## config.mk

```make
export PLATFORM = sky130hd
export DESIGN_NAME = lz77_decoder
export DESIGN_NICKNAME = d
export VERILOG_FILES = /design/src/rtl/lz77_pkg.sv /design/src/rtl/lz77_hist_buf.sv /design/src/rtl/lz77_decoder.sv
export SDC_FILE = /design/constraint.sdc
export NUM_CORES = 1
export LEC_CHECK = 0
export CAP_MARGIN = 20
export CORE_MARGIN = 2
export CORE_UTILIZATION = 35
export CTS_CLUSTER_SIZE = 14
export DETAILED_ROUTE_END_ITERATION = 12
export PLACE_DENSITY = 0.54
export SYNTH_ARGS = -nofsm -noshare
export SYNTH_HDL_FRONTEND = slang
export SYNTH_SLANG_ARGS = --single-unit
```

## constraint.sdc

```tcl
create_clock -name clk -period 5.8 [get_ports clk]
set_input_delay 1.45 -clock clk [delete_from_list [all_inputs] [get_ports clk]]
set_output_delay 1.45 -clock clk [all_outputs]
set_load 0.05 [all_outputs]
```

## src/rtl/lz77_pkg.sv

```systemverilog
// rtl/lz77_pkg.sv - shared LZ77 widths, end-of-stream char and FSM encoding (encoder and decoder)
package lz77_pkg;

  localparam int SEARCH_DEPTH = 9;
  localparam int OFFSET_W     = 4;
  localparam int LEN_W        = 3;
  localparam int CHAR_W       = 8;

  localparam logic [CHAR_W-1:0] EOS_CHAR = 8'h24;

  localparam logic [1:0] ST_IDLE = 2'd0;
  localparam logic [1:0] ST_COPY = 2'd1;
  localparam logic [1:0] ST_LIT  = 2'd2;
  localparam logic [1:0] ST_DONE = 2'd3;

  typedef struct packed {
    logic [OFFSET_W-1:0] offset;
    logic [LEN_W-1:0]    match_len;
    logic [CHAR_W-1:0]   char_nxt;
  } lz77_triple_t;

  // Count of valid history entries; stops at the window depth.
  function automatic logic [OFFSET_W-1:0] fill_next(input logic [OFFSET_W-1:0] fill);
    if (fill >= OFFSET_W'(SEARCH_DEPTH))
      return fill;
    return fill + 1'b1;
  endfunction

endpackage

```

## src/rtl/lz77_hist_buf.sv

```systemverilog
// rtl/lz77_hist_buf.sv - LZ77 search history: shift register, entry 0 newest, indexed read
module lz77_hist_buf
  import lz77_pkg::*;
(
  input  logic                clk,
  input  logic                reset,
  input  logic                shift_en,
  input  logic [CHAR_W-1:0]   shift_data,
  input  logic [OFFSET_W-1:0] rd_idx,
  output logic [CHAR_W-1:0]   rd_data
);

  logic [CHAR_W-1:0] hist [SEARCH_DEPTH];

  always_ff @(posedge clk or negedge reset) begin
    if (!reset) begin
      for (int i = 0; i < SEARCH_DEPTH; i++)
        hist[i] <= '0;
    end else if (shift_en) begin
      hist[0] <= shift_data;
      for (int i = 1; i < SEARCH_DEPTH; i++)
        hist[i] <= hist[i-1];
    end
  end

  // Offsets beyond the window read as zero rather than aliasing.
  always_comb begin
    rd_data = '0;
    if (rd_idx < OFFSET_W'(SEARCH_DEPTH))
      rd_data = hist[rd_idx];
  end

endmodule

```

## src/rtl/lz77_decoder.sv

```systemverilog
// rtl/lz77_decoder.sv - LZ77 (offset,len,char) triple decoder; LZ77_DEC_CHECK_EN adds sticky err output
module lz77_decoder
  import lz77_pkg::*;
(
  input  logic                clk,
  input  logic                reset,
  input  logic                code_valid,
  output logic                code_ready,
  input  logic [OFFSET_W-1:0] offset,
  input  logic [LEN_W-1:0]    match_len,
  input  logic [CHAR_W-1:0]   char_nxt,
  output logic                out_valid,
  output logic [CHAR_W-1:0]   out_char,
  output logic                finish
`ifdef LZ77_DEC_CHECK_EN
  ,
  output logic                err
`endif
);

  logic [1:0]         state;
  lz77_triple_t       cur;
  logic [LEN_W-1:0]   remaining;
  logic               accept;
  logic               shift_en;
  logic [CHAR_W-1:0]  hist_rd;
  logic [CHAR_W-1:0]  emit_char;

  assign code_ready = (state == ST_IDLE);
  assign accept     = code_valid && code_ready;

  // Each emitted char enters the history on the same edge it is registered out,
  // so overlapping copies see their own output on the next cycle.
  assign shift_en  = (state == ST_COPY) || (state == ST_LIT);
  assign emit_char = (state == ST_COPY) ? hist_rd : cur.char_nxt;

  lz77_hist_buf u_hist (
    .clk        (clk),
    .reset      (reset),
    .shift_en   (shift_en),
    .shift_data (emit_char),
    .rd_idx     (cur.offset),
    .rd_data    (hist_rd)
  );

  always_ff @(posedge clk or negedge reset) begin
    if (!reset) begin
      state     <= ST_IDLE;
      cur       <= '0;
      remaining <= '0;
      out_valid <= 1'b0;
      out_char  <= '0;
      finish    <= 1'b0;
    end else begin
      out_valid <= 1'b0;
      case (state)
        ST_IDLE: begin
          if (accept) begin
            cur       <= '{offset: offset, match_len: match_len, char_nxt: char_nxt};
            remaining <= match_len;
            state     <= (match_len != '0) ? ST_COPY : ST_LIT;
          end
        end
        ST_COPY: begin
          out_valid <= 1'b1;
          out_char  <= emit_char;
          remaining <= remaining - 1'b1;
          if (remaining == LEN_W'(1))
            state <= ST_LIT;
        end
        ST_LIT: begin
          out_valid <= 1'b1;
          out_char  <= emit_char;
          state     <= (cur.char_nxt == EOS_CHAR) ? ST_DONE : ST_IDLE;
        end
        ST_DONE: begin
          finish <= 1'b1;
        end
        default: state <= ST_IDLE;
      endcase
    end
  end

`ifdef LZ77_DEC_CHECK_EN
  logic [OFFSET_W-1:0] fill;

  always_ff @(posedge clk or negedge reset) begin
    if (!reset) begin
      fill <= '0;
      err  <= 1'b0;
    end else begin
      if (shift_en)
        fill <= fill_next(fill);
      if (accept && (match_len != '0) &&
          ((offset >= fill) || (offset > OFFSET_W'(SEARCH_DEPTH - 1))))
        err <= 1'b1;
    end
  end
`endif

endmodule

```

==> metrics.txt, run 1 <==
# TYPE chip_impl_metric gauge
chip_impl_metric{name="post-route-worst-setup-slack",unit="ns"} 2.42
chip_impl_info{name="netlist_top_cells_area",value="dfrtp_1 54%, mux2_2 18%, mux2i_1 5.7%, o21ai_0 2.1%, ha_1 2.1%"} 1
chip_impl_metric{name="drt_first_pass_iters",unit=""} 4
chip_impl_metric{name="post_synth_inst_count",unit=""} 339
chip_impl_metric{name="grt_use_total",unit=""} 0.144
chip_impl_info{name="tritoncts_clock_tree",value="done"} 1
chip_impl_metric{name="die_area",unit="mm²"} 0.0130
chip_impl_metric{name="max-vdd-ir-drop",unit="µV"} 322
chip_impl_metric{name="floorplan.die.height",unit="µm"} 114
chip_impl_metric{name="drt.antenna.violating_nets",unit=""} 0
chip_impl_metric{name="grt_remaining_overflow",unit=""} 0
chip_impl_metric{name="syn_area",unit="mm²"} 0.00424
chip_impl_metric{name="post_cts_resize_count",unit=""} 0
chip_impl_metric{name="final_layout_size_suffix_gt1_frac",unit=""} 0.258
chip_impl_metric{name="synth_area_per_cell",unit="µm²"} 12.5
chip_impl_info{name="synthDominantAreaCellType",value="dfrtp_1"} 1
chip_impl_metric{name="clk-insertion-delay-late",unit="ns"} 0.34
chip_impl_metric{name="power.density",unit="mW/mm²"} 683
chip_impl_metric{name="arithmetic_cell_share_of_the_synthesized_area_counting_full_adders_half_adders_and_majority_gates",unit=""} 0.0207
chip_impl_info{name="rsz0062_at_grt",value="no"} 1
chip_impl_metric{name="fillers",unit=""} 1175
chip_impl_metric{name="insertedDiodeCount",unit=""} 0
chip_impl_metric{name="synth.ff_latch_count",unit=""} 91
chip_impl_info{name="dominant_combinational_cell_family_by_area_after_synthesis",value="multiplexers"} 1
chip_impl_metric{name="antenna_found_initial",unit=""} 0
chip_impl_metric{name="dpl.cell_count",unit=""} 487
chip_impl_metric{name="ys_async_sr_fraction",unit=""} 1.00
chip_impl_metric{name="crit_required",unit="ns"} 4.35
chip_impl_info{name="worstSetupEndpointType",value="primary output"} 1
chip_impl_metric{name="setup_viol",unit=""} 0
chip_impl_metric{name="final-max-slew-violation-count",unit=""} 0
chip_impl_metric{name="gp_congestion",unit=""} 0.722
chip_impl_metric{name="routed_wirelength",unit="µm"} 8370
chip_impl_metric{name="yosys.area_share.simple",unit=""} 0.0360
chip_impl_metric{name="worst_setup_hold_path_clk_slew",unit="ns"} 0.06
chip_impl_metric{name="syn2layout_area_growth",unit="%"} 14.8
chip_impl_metric{name="finalNetCount",unit=""} 376
chip_impl_metric{name="power.leakage",unit="nW"} 2.14
chip_impl_metric{name="post_synth_mux_area_share",unit=""} 0.237
chip_impl_metric{name="detailroute.via_count",unit=""} 2631
chip_impl_info{name="worst_setup_path_start_kind",value="flip-flop"} 1
chip_impl_metric{name="tightest_slew",unit="ns"} 0.919
chip_impl_metric{name="min_period",unit="ns"} 3.38
chip_impl_metric{name="achievable-frequency",unit="GHz"} 0.296
chip_impl_metric{name="holdBufCountCts",unit=""} 0
chip_impl_metric{name="synth_sequential_area_ratio",unit=""} 0.537
chip_impl_metric{name="grt_pass1_wl",unit="µm"} 14400
chip_impl_metric{name="wl_per_cell",unit="µm"} 16.6
chip_impl_metric{name="synth_xor_xnor_area_share",unit=""} 0
chip_impl_metric{name="ctsHtreeMaxLevel",unit=""} 3
chip_impl_metric{name="post_syn_nets",unit=""} 364
chip_impl_metric{name="numPortBuffers",unit=""} 28
chip_impl_metric{name="pin_count_of_the_biggest_net_entering_global_routing",unit=""} 77
chip_impl_info{name="dominant_register_cell_in_the_synthesized_netlist",value="dfrtp_1"} 1
chip_impl_metric{name="drc",unit=""} 0
chip_impl_info{name="worst_hold_path_type",value="flip-flop to flip-flop"} 1
chip_impl_metric{name="final-hold-violation-count",unit=""} 0
chip_impl_metric{name="clockBufferDepth",unit=""} 2
chip_impl_metric{name="core",unit="mm²"} 0.0119
chip_impl_metric{name="fin_cells",unit=""} 503
chip_impl_metric{name="yosys_warnings",unit=""} 0
chip_impl_metric{name="fin_setup_tns",unit="ns"} 0
chip_impl_metric{name="post_drt_via_cell_ratio",unit=""} 5.23
chip_impl_metric{name="critical_path.max_fanout",unit=""} 6
chip_impl_metric{name="first_global_vias",unit=""} 2832
chip_impl_metric{name="drt_iter0_drc",unit=""} 80
chip_impl_metric{name="postCtsSetupRepairBufs",unit=""} 0
chip_impl_metric{name="post-route-period-util",unit=""} 0.583
chip_impl_info{name="clockRootBuffer",value="clkbuf_16"} 1
chip_impl_metric{name="synth_cell_type_count",unit=""} 33
chip_impl_metric{name="io_pins",unit=""} 29
chip_impl_metric{name="worst-endpoint-arrival",unit="ns"} 1.93
chip_impl_metric{name="cts_buffers",unit=""} 9
chip_impl_metric{name="cts_num_sinks",unit=""} 91
chip_impl_metric{name="fin_worst_skew",unit="ns"} 0.00437
chip_impl_metric{name="synth-compound-area-share",unit=""} 0.115
chip_impl_info{name="critical_path_class",value="flip-flop to primary output"} 1
chip_impl_metric{name="synth-edff-count",unit=""} 0
chip_impl_metric{name="floorplan.initialDensity",unit=""} 0.356
chip_impl_metric{name="rows",unit=""} 40
chip_impl_info{name="outcome",value="finished, final reports clean"} 1
chip_impl_metric{name="die_width",unit="µm"} 114
chip_impl_metric{name="dpl.hpwl",unit="µm"} 5330
chip_impl_metric{name="post_synth_top_area_share",unit=""} 0.537
chip_impl_metric{name="headroom_to_the_max_slew_limit",unit=""} 0.387
chip_impl_metric{name="cap_viol_max_count",unit=""} 0
chip_impl_metric{name="dpl_worst_slack",unit="ns"} 2.78
## routing by layer
layer  vias up  global-route usage  routed length, µm
li1       1244                   -                  -
met1      1349               0.189               4010
met2        28               0.227               4000
met3        10              0.0388                203
met4         0              0.0585                150
met5         -                   0                  0
## worst max-delay path, cell delays in order (launching register included)
cell	delay, ns
dfrtp_1	0.42
inv_1	0.12
ha_2	0.24
clkdlybuf4s50_1	0.82
## cell type report
| type | instances | area, µm² | share of cell area |
|---|---|---|---|
| flip-flops and latches | 91 | 2280 | 0.468 |
| multi-input cells | 204 | 1740 | 0.357 |
| repair buffers | 31 | 300 | 0.0617 |
| clock buffers | 12 | 267 | 0.0548 |
| well taps | 147 | 184 | 0.0378 |
| inverters | 14 | 52.6 | 0.0108 |
| clock inverters | 4 | 47.5 | 0.00977 |
## path summary, 6_finish.rpt
path	slack, ns	startpoint	depth (start not counted)	to
setup / recovery	2.42	state[1]$_DFFE_PN0P_	3	code_ready
hold / removal	0.46	finish$_DFFE_PN0N_	1	finish$_DFFE_PN0N_
setup reg to reg	3.16	cur[11]$_DFFE_PN0P_	5	out_char[5]$_DFFE_PN0P_
hold reg to reg	0.46	finish$_DFFE_PN0N_	1	finish$_DFFE_PN0N_
max in group asynchronous	3.66	reset	2	cur[6]$_DFFE_PN0P_
min in group asynchronous	1.12	reset	1	remaining[0]$_DFFE_PN0P_
## metrics by stage
step	instance area, µm²	power, mW	hold slack, ns	utilization
finish	4860	3.32	0.464	0.408
detailed placement	4550	2.74	0.459	0.382
global placement	4550	2.71	0.455	0.382
CTS	4860	3.37	0.473	0.408
global route	4860	3.57	0.516	0.408
floorplan	4240	2.43	0.470	-
## registers in the layout, summed over array words and instances (netlist names)
register and cells:
u_hist.hist 64, finish 1, state 2, cur 12
out_valid 1, remaining 3, out_char 8
## synthesized netlist by cell type (2+ instances only)
cell,n
a211oi_1,8
a21oi_1,13
a22oi_1,9
buf_1,2
buf_2,7
buf_4,10
buf_6,2
clkbuf_1,9
dfrtp_1,91
ha_1,7
inv_1,14
mux2_2,68
mux2i_1,24
nand2_1,19
nand2b_1,2
nand3_1,2
nor2b_1,2
o21ai_0,18
o22ai_1,11
o311ai_0,8
## power by group
part | switching [mW] | internal, mW
Clock | 0.239 | 0.368
Sequential | 0.285 | 0.949
Combinational | 0.741 | 0.740
Total | 1.27 | 2.06
## layout by cell type (no fill, tap or decap), types with 2 or more instances in the layout
cell	instances
dfrtp_1	91
mux2_2	68
clkdlybuf4s50_1	27
mux2i_1	24
nand2_1	19
o21ai_0	18
inv_1	14
a21oi_1	13
o22ai_1	11
a22oi_1	9
clkbuf_16	9
a211oi_1	8
o311ai_0	8
ha_1	6
buf_4	4
clkbuf_8	3
nor2b_1	2
nand2b_1	2
nand3_1	2
clkinv_2	2
## cell families (layout without fill, tap and decap cells)
family,count (synthesis),in the layout
AND/OR/NAND/NOR,32,32
multiplexers,92,92
flip-flops,91,91
adder cells (fa/ha/maj),7,7
AO/OA/AOI/OAI,73,73
buffers and inverters,44,61
Note: power is estimated with default switching activity, not from simulation.
==> run 2, diff against run 1 <==
- clock period: 5.8 -> 3.4 ns (I/O delays scaled with it)
==> metrics.txt, run 2 (same netlist as run 1, synthesis figures left out) <==
# TYPE chip_impl_metric gauge
chip_impl_info{name="outcome",value="finished, final reports clean"} 1
chip_impl_metric{name="drt_first_pass_iters",unit=""} 4
chip_impl_metric{name="gr-usage-met1",unit=""} 0.197
chip_impl_info{name="clockRootBuffer",value="clkbuf_16"} 1
chip_impl_metric{name="drt_iter0_drc",unit=""} 127
chip_impl_info{name="crit_start",value="state[1]$_DFFE_PN0P_"} 1
chip_impl_metric{name="wl_per_cell",unit="µm"} 17.4
chip_impl_metric{name="final_core_util",unit=""} 0.411
chip_impl_metric{name="critical_path.max_fanout",unit=""} 6
chip_impl_info{name="tritoncts_clock_tree",value="done"} 1
chip_impl_metric{name="grt_util_met2",unit=""} 0.235
chip_impl_metric{name="floorplan.die.height",unit="µm"} 114
chip_impl_metric{name="postCtsSetupRepairBufs",unit=""} 0
chip_impl_metric{name="dpl.hpwl",unit="µm"} 5820
chip_impl_metric{name="max-vdd-ir-drop",unit="µV"} 525
chip_impl_info{name="source_of_the_worst_register_to_register_timing_path",value="cur[11]$_DFFE_PN0P_"} 1
chip_impl_info{name="most_flop_heavy_register",value="u_hist.hist"} 1
chip_impl_info{name="mostFrequentLayoutCell",value="dfrtp_1"} 1
chip_impl_metric{name="post-route-period-util",unit=""} 0.811
chip_impl_metric{name="post_drt_via_cell_ratio",unit=""} 5.29
chip_impl_metric{name="syn2layout_area_growth",unit="%"} 15.5
chip_impl_metric{name="drt.antenna.violating_nets",unit=""} 0
chip_impl_metric{name="clk-insertion-delay-late",unit="ns"} 0.34
chip_impl_metric{name="floorplan.initialDensity",unit=""} 0.356
chip_impl_info{name="most-common-layout-cells",value="91 x dfrtp_1, 68 x mux2_2, 27 x clkdlybuf4s50_1"} 1
chip_impl_metric{name="rows",unit=""} 40
chip_impl_metric{name="die_area",unit="mm²"} 0.0130
chip_impl_metric{name="final-max-slew-violation-count",unit=""} 0
chip_impl_metric{name="ctsHtreeMaxLevel",unit=""} 3
chip_impl_metric{name="die_width",unit="µm"} 114
chip_impl_metric{name="clockBufferDepth",unit=""} 2
chip_impl_metric{name="met3_track_utilization_from_global_routing",unit=""} 0.0319
chip_impl_info{name="worst_hold_path_type",value="flip-flop to flip-flop"} 1
chip_impl_info{name="critical_path_class",value="flip-flop to primary output"} 1
chip_impl_info{name="worst_setup_path_start_kind",value="flip-flop"} 1
chip_impl_metric{name="cap_viol_max_count",unit=""} 0
chip_impl_metric{name="setup_viol",unit=""} 0
chip_impl_metric{name="post_cts_resize_count",unit=""} 0
chip_impl_metric{name="power.density",unit="mW/mm²"} 1180
chip_impl_metric{name="fin_setup_tns",unit="ns"} 0
chip_impl_metric{name="achievable-frequency",unit="GHz"} 0.363
chip_impl_metric{name="worst_setup_hold_path_clk_slew",unit="ns"} 0.06
chip_impl_metric{name="crit_required",unit="ns"} 2.55
chip_impl_metric{name="finalNetCount",unit=""} 378
chip_impl_metric{name="worst_r2r_path_cells",unit=""} 4
chip_impl_metric{name="final-hold-violation-count",unit=""} 0
chip_impl_info{name="busiest_layer",value="met2"} 1
chip_impl_metric{name="critPathBufInv",unit=""} 2
chip_impl_metric{name="worst-endpoint-arrival",unit="ns"} 1.91
chip_impl_metric{name="io_pins",unit=""} 29
chip_impl_metric{name="antenna_found_initial",unit=""} 0
chip_impl_metric{name="tightest_slew",unit="ns"} 0.839
chip_impl_metric{name="numPortBuffers",unit=""} 28
chip_impl_metric{name="final_layout_size_suffix_gt1_frac",unit=""} 0.263
chip_impl_metric{name="worst-r2r-setup-slack",unit="ns"} 1.15
chip_impl_metric{name="power.leakage",unit="nW"} 2.16
chip_impl_metric{name="cpPeakStageDelay",unit="ns"} 0.81
chip_impl_metric{name="headroom_to_the_max_slew_limit",unit=""} 0.441
chip_impl_metric{name="routed_wirelength",unit="µm"} 8790
chip_impl_metric{name="gp_congestion",unit=""} 0.728
chip_impl_metric{name="min_period",unit="ns"} 2.76
chip_impl_info{name="layout_top_registers",value="u_hist.hist (64), cur (12), out_char (8)"} 1
chip_impl_metric{name="fin_worst_skew",unit="ns"} 0.00568
chip_impl_info{name="critical_path.cell_chain",value="inv_1 > ha_2 > clkdlybuf4s50_1"} 1
chip_impl_metric{name="grt_pass1_wl",unit="µm"} 14700
chip_impl_metric{name="insertedDiodeCount",unit=""} 0
chip_impl_info{name="min_from",value="finish$_DFFE_PN0N_"} 1
chip_impl_metric{name="largest_register_ffs",unit=""} 64
chip_impl_metric{name="drc",unit=""} 0
chip_impl_metric{name="first_global_vias",unit=""} 2796
chip_impl_info{name="worstSetupEndpointType",value="primary output"} 1
chip_impl_metric{name="grt_remaining_overflow",unit=""} 0
chip_impl_metric{name="holdBufCountCts",unit=""} 0
chip_impl_metric{name="place_area",unit="mm²"} 0.00457
chip_impl_metric{name="final_cell_area",unit="mm²"} 0.00489
chip_impl_metric{name="cts_num_sinks",unit=""} 91
chip_impl_metric{name="critical_path_depth",unit=""} 3
chip_impl_info{name="crit_family",value="buffers and inverters"} 1
chip_impl_metric{name="grt_use_total",unit=""} 0.148
chip_impl_metric{name="pin_count_of_the_biggest_net_entering_global_routing",unit=""} 45
chip_impl_metric{name="worstHoldPathCells",unit=""} 1
chip_impl_metric{name="cts_buffers",unit=""} 9
chip_impl_info{name="rsz0062_at_grt",value="no"} 1
chip_impl_info{name="timing.critical_path.slowest_stage_cell",value="clkdlybuf4s50_1"} 1
chip_impl_metric{name="detailroute.via_count",unit=""} 2671
chip_impl_metric{name="core",unit="mm²"} 0.0119
==> run 2: cell count changes in the layout (fill, tap and decap cells not counted), sizes merged <==
cell	previous run	this run
bufinv	1	2
clkbuf	12	11
clkinv	2	3
clkinvlp	1	0
buf	4	6
==> run 2: cell type report <==
| type | count | area, µm² |
|---|---|---|
| Clock inverter | 5 | 75.1 |
| Inverter | 14 | 52.6 |
| Timing Repair Buffer | 33 | 315 |
| Clock buffer | 11 | 253 |
| Tap cell | 147 | 184 |
| Multi-Input combinational cell | 204 | 1740 |
| Sequential cell | 91 | 2280 |
| Fill cell | 1161 | 7020 |
==> run 2: per-stage QoR <==
step / hold WS (ns) / setup slack, ns / power [mW] / instances
after global placement: 0.456 / 1.01 / 4.66 / 489
after CTS: 0.474 / 0.623 / 5.84 / 505
after floorplan: 0.470 / 1.49 / 4.15 / 339
after detailed placement: 0.460 / 0.995 / 4.74 / 489
final: 0.465 / 0.644 / 5.77 / 505
after global routing: 0.503 / 0.542 / 6.20 / 505
==> run 2: routing by layer <==
metal,part of all wire,up-vias
li1,-,1248
met1,0.46,1371
met2,0.48,35
met3,0.033,17
met4,0.019,0
met5,0,-
==> run 2: report_power, final <==
part,internal (mW),total [mW],switching [mW]
Combinational,1.27,2.55,1.28
Clock,0.680,1.09,0.407
Sequential,1.62,2.13,0.509
==> run 2: final timing paths <==
path,end
worst min-delay path,finish$_DFFE_PN0N_
worst max register to register,out_char[7]$_DFFE_PN0P_
worst min register to register,finish$_DFFE_PN0N_
max in group asynchronous,u_hist.hist[43]$_DFFE_PN0N_
worst max-delay path,code_ready
min in group asynchronous,remaining[0]$_DFFE_PN0P_
==> run 3, diff against run 2 <==
- PLACE_DENSITY: 0.54 -> 0.56
- clock period: 3.4 -> 2.52 ns (I/O delays scaled with it)
==> metrics.txt, run 3 (same netlist as run 1, synthesis figures left out) <==
# TYPE chip_impl_metric gauge
chip_impl_info{name="outcome",value="finished, final reports clean"} 1
chip_impl_metric{name="worst_setup_hold_path_clk_slew",unit="ns"} 0.07
chip_impl_metric{name="setup_viol",unit=""} 0
chip_impl_info{name="most-common-layout-cells",value="91 x dfrtp_1, 68 x mux2_2, 26 x clkdlybuf4s50_1"} 1
chip_impl_info{name="tritoncts_clock_tree",value="done"} 1
chip_impl_info{name="critical_path_class",value="flip-flop to primary output"} 1
chip_impl_metric{name="post_cts_resize_count",unit=""} 0
chip_impl_info{name="worst_setup_path_start_kind",value="flip-flop"} 1
chip_impl_metric{name="fin_setup_tns",unit="ns"} 0
chip_impl_metric{name="cts_num_sinks",unit=""} 91
chip_impl_info{name="worst_hold_path_type",value="primary input to asynchronous set/reset pin"} 1
chip_impl_info{name="worstSetupEndpointType",value="primary output"} 1
chip_impl_metric{name="grt_use_total",unit=""} 0.139
chip_impl_metric{name="post-route-period-util",unit=""} 0.866
chip_impl_metric{name="power.leakage",unit="nW"} 2.19
chip_impl_metric{name="floorplan.initialDensity",unit=""} 0.356
chip_impl_metric{name="wl_per_cell",unit="µm"} 16.1
chip_impl_metric{name="detailroute.via_count",unit=""} 2649
chip_impl_metric{name="largest_register_ffs",unit=""} 64
chip_impl_metric{name="min_period",unit="ns"} 2.18
chip_impl_info{name="layout_top_registers",value="u_hist.hist (64), cur (12), out_char (8)"} 1
chip_impl_info{name="most_flop_heavy_register",value="u_hist.hist"} 1
chip_impl_metric{name="grt_remaining_overflow",unit=""} 0
chip_impl_metric{name="max-vdd-ir-drop",unit="µV"} 733
chip_impl_metric{name="floorplan.die.height",unit="µm"} 114
chip_impl_metric{name="postCtsSetupRepairBufs",unit=""} 0
chip_impl_metric{name="core",unit="mm²"} 0.0119
chip_impl_metric{name="syn2layout_area_growth",unit="%"} 17.1
chip_impl_metric{name="ctsHtreeMaxLevel",unit=""} 3
chip_impl_metric{name="post_drt_via_cell_ratio",unit=""} 5.20
chip_impl_metric{name="rows",unit=""} 40
chip_impl_info{name="crit_family",value="buffers and inverters"} 1
chip_impl_metric{name="power.density",unit="mW/mm²"} 1590
chip_impl_metric{name="drt_first_pass_iters",unit=""} 4
chip_impl_metric{name="critPathBufInv",unit=""} 1
chip_impl_metric{name="dpl.cell_count",unit=""} 493
chip_impl_info{name="mostFrequentLayoutCell",value="dfrtp_1"} 1
chip_impl_metric{name="grt_pass1_wl",unit="µm"} 13900
chip_impl_metric{name="final-max-slew-violation-count",unit=""} 0
chip_impl_metric{name="drt.antenna.violating_nets",unit=""} 0
chip_impl_metric{name="cpPeakStageDelay",unit="ns"} 0.82
chip_impl_metric{name="routed_wirelength",unit="µm"} 8200
chip_impl_info{name="critical_path.cell_chain",value="clkdlybuf4s50_1"} 1
chip_impl_metric{name="numPortBuffers",unit=""} 28
chip_impl_metric{name="insertedDiodeCount",unit=""} 0
chip_impl_metric{name="drc",unit=""} 0
chip_impl_metric{name="fin_cells",unit=""} 509
chip_impl_metric{name="totalPowerFinal",unit="mW"} 7.86
chip_impl_metric{name="io_pins",unit=""} 29
chip_impl_metric{name="final_layout_size_suffix_gt1_frac",unit=""} 0.271
chip_impl_metric{name="clk-insertion-delay-late",unit="ns"} 0.34
chip_impl_metric{name="fin_worst_skew",unit="ns"} 0.0102
chip_impl_metric{name="die_area",unit="mm²"} 0.0130
chip_impl_metric{name="pin_count_of_the_biggest_net_entering_global_routing",unit=""} 65
chip_impl_metric{name="tightest_slew",unit="ns"} 0.618
chip_impl_metric{name="dpl.hpwl",unit="µm"} 5600
chip_impl_metric{name="gp_congestion",unit=""} 0.718
chip_impl_info{name="rsz0062_at_grt",value="no"} 1
chip_impl_metric{name="finalNetCount",unit=""} 382
chip_impl_metric{name="final_core_util",unit=""} 0.416
chip_impl_metric{name="fillers",unit=""} 1137
chip_impl_metric{name="achievable-frequency",unit="GHz"} 0.458
chip_impl_metric{name="critical_path.max_fanout",unit=""} 3
chip_impl_metric{name="drt_iter0_drc",unit=""} 149
chip_impl_metric{name="clockBufferDepth",unit=""} 2
chip_impl_metric{name="first_global_vias",unit=""} 2712
chip_impl_metric{name="antenna_found_initial",unit=""} 0
chip_impl_metric{name="holdBufCountCts",unit=""} 0
chip_impl_metric{name="final-hold-violation-count",unit=""} 0
chip_impl_metric{name="cts_buffers",unit=""} 9
chip_impl_metric{name="dpl_worst_slack",unit="ns"} 0.419
chip_impl_metric{name="headroom_to_the_max_slew_limit",unit=""} 0.587
chip_impl_metric{name="worst-endpoint-arrival",unit="ns"} 1.55
chip_impl_metric{name="post-route-worst-setup-slack",unit="ns"} 0.338
chip_impl_metric{name="crit_required",unit="ns"} 1.89
chip_impl_metric{name="cap_viol_max_count",unit=""} 0
chip_impl_metric{name="die_width",unit="µm"} 114
chip_impl_info{name="timing.critical_path.slowest_stage_cell",value="clkdlybuf4s50_1"} 1
chip_impl_info{name="clockRootBuffer",value="clkbuf_16"} 1
[run 3: cell count changes in the layout (fill, tap and decap cells not counted), sizes merged]
cell,change
buf,+5
bufinv,+1
clkdlybuf4s50,-1
clkinv,-1
[run 3: cell type report]
type	instances	area (µm²)	area share
well taps	147	184	0.0371
flip-flops and latches	91	2280	0.459
repair buffers	37	368	0.0741
clock buffers	11	243	0.0489
multi-input cells	204	1740	0.350
clock inverters	5	100	0.0202
inverters	14	52.6	0.0106
[run 3: per-stage QoR]
step	hold slack [ns]	cell area, µm²
CTS	0.290	4960
detailed placement	0.450	4620
global route	0.313	4960
global placement	0.454	4620
finish	0.274	4960
floorplan	0.334	4240
[run 3: report_power, final]
| group | switching (mW) | internal [mW] | total (mW) |
|---|---|---|---|
| clock | 0.541 | 0.993 | 1.53 |
| combinational | 1.76 | 1.79 | 3.55 |
| sequential | 0.597 | 2.19 | 2.78 |
| total | 2.89 | 4.97 | 7.86 |
[run 3: final timing paths]
check,start,endpoint,slack [ns],cells past startpoint
max in group asynchronous,reset,out_char[2]$_DFFE_PN0P_,1.61,2
worst max-delay path,out_char[2]$_DFFE_PN0P_,out_char[2],0.34,1
worst min register to register,finish$_DFFE_PN0N_,finish$_DFFE_PN0N_,0.46,1
worst min-delay path,reset,cur[4]$_DFFE_PN0P_,0.27,1
min in group clk,finish$_DFFE_PN0N_,finish$_DFFE_PN0N_,0.46,1
worst max register to register,state[0]$_DFFE_PN0P_,u_hist.hist[15]$_DFFE_PN0N_,0.58,4
[run 3: layer usage]
| metal | GRT usage | vias to the layer above | part of all wire |
|---|---|---|---|
| met3 | 0.0388 | 5 | 0.028 |
| met1 | 0.185 | 1357 | 0.48 |
| met4 | 0.0407 | 0 | 0.0073 |
| met5 | 0 | - | 0 |
| li1 | - | 1263 | - |
| met2 | 0.221 | 24 | 0.49 |
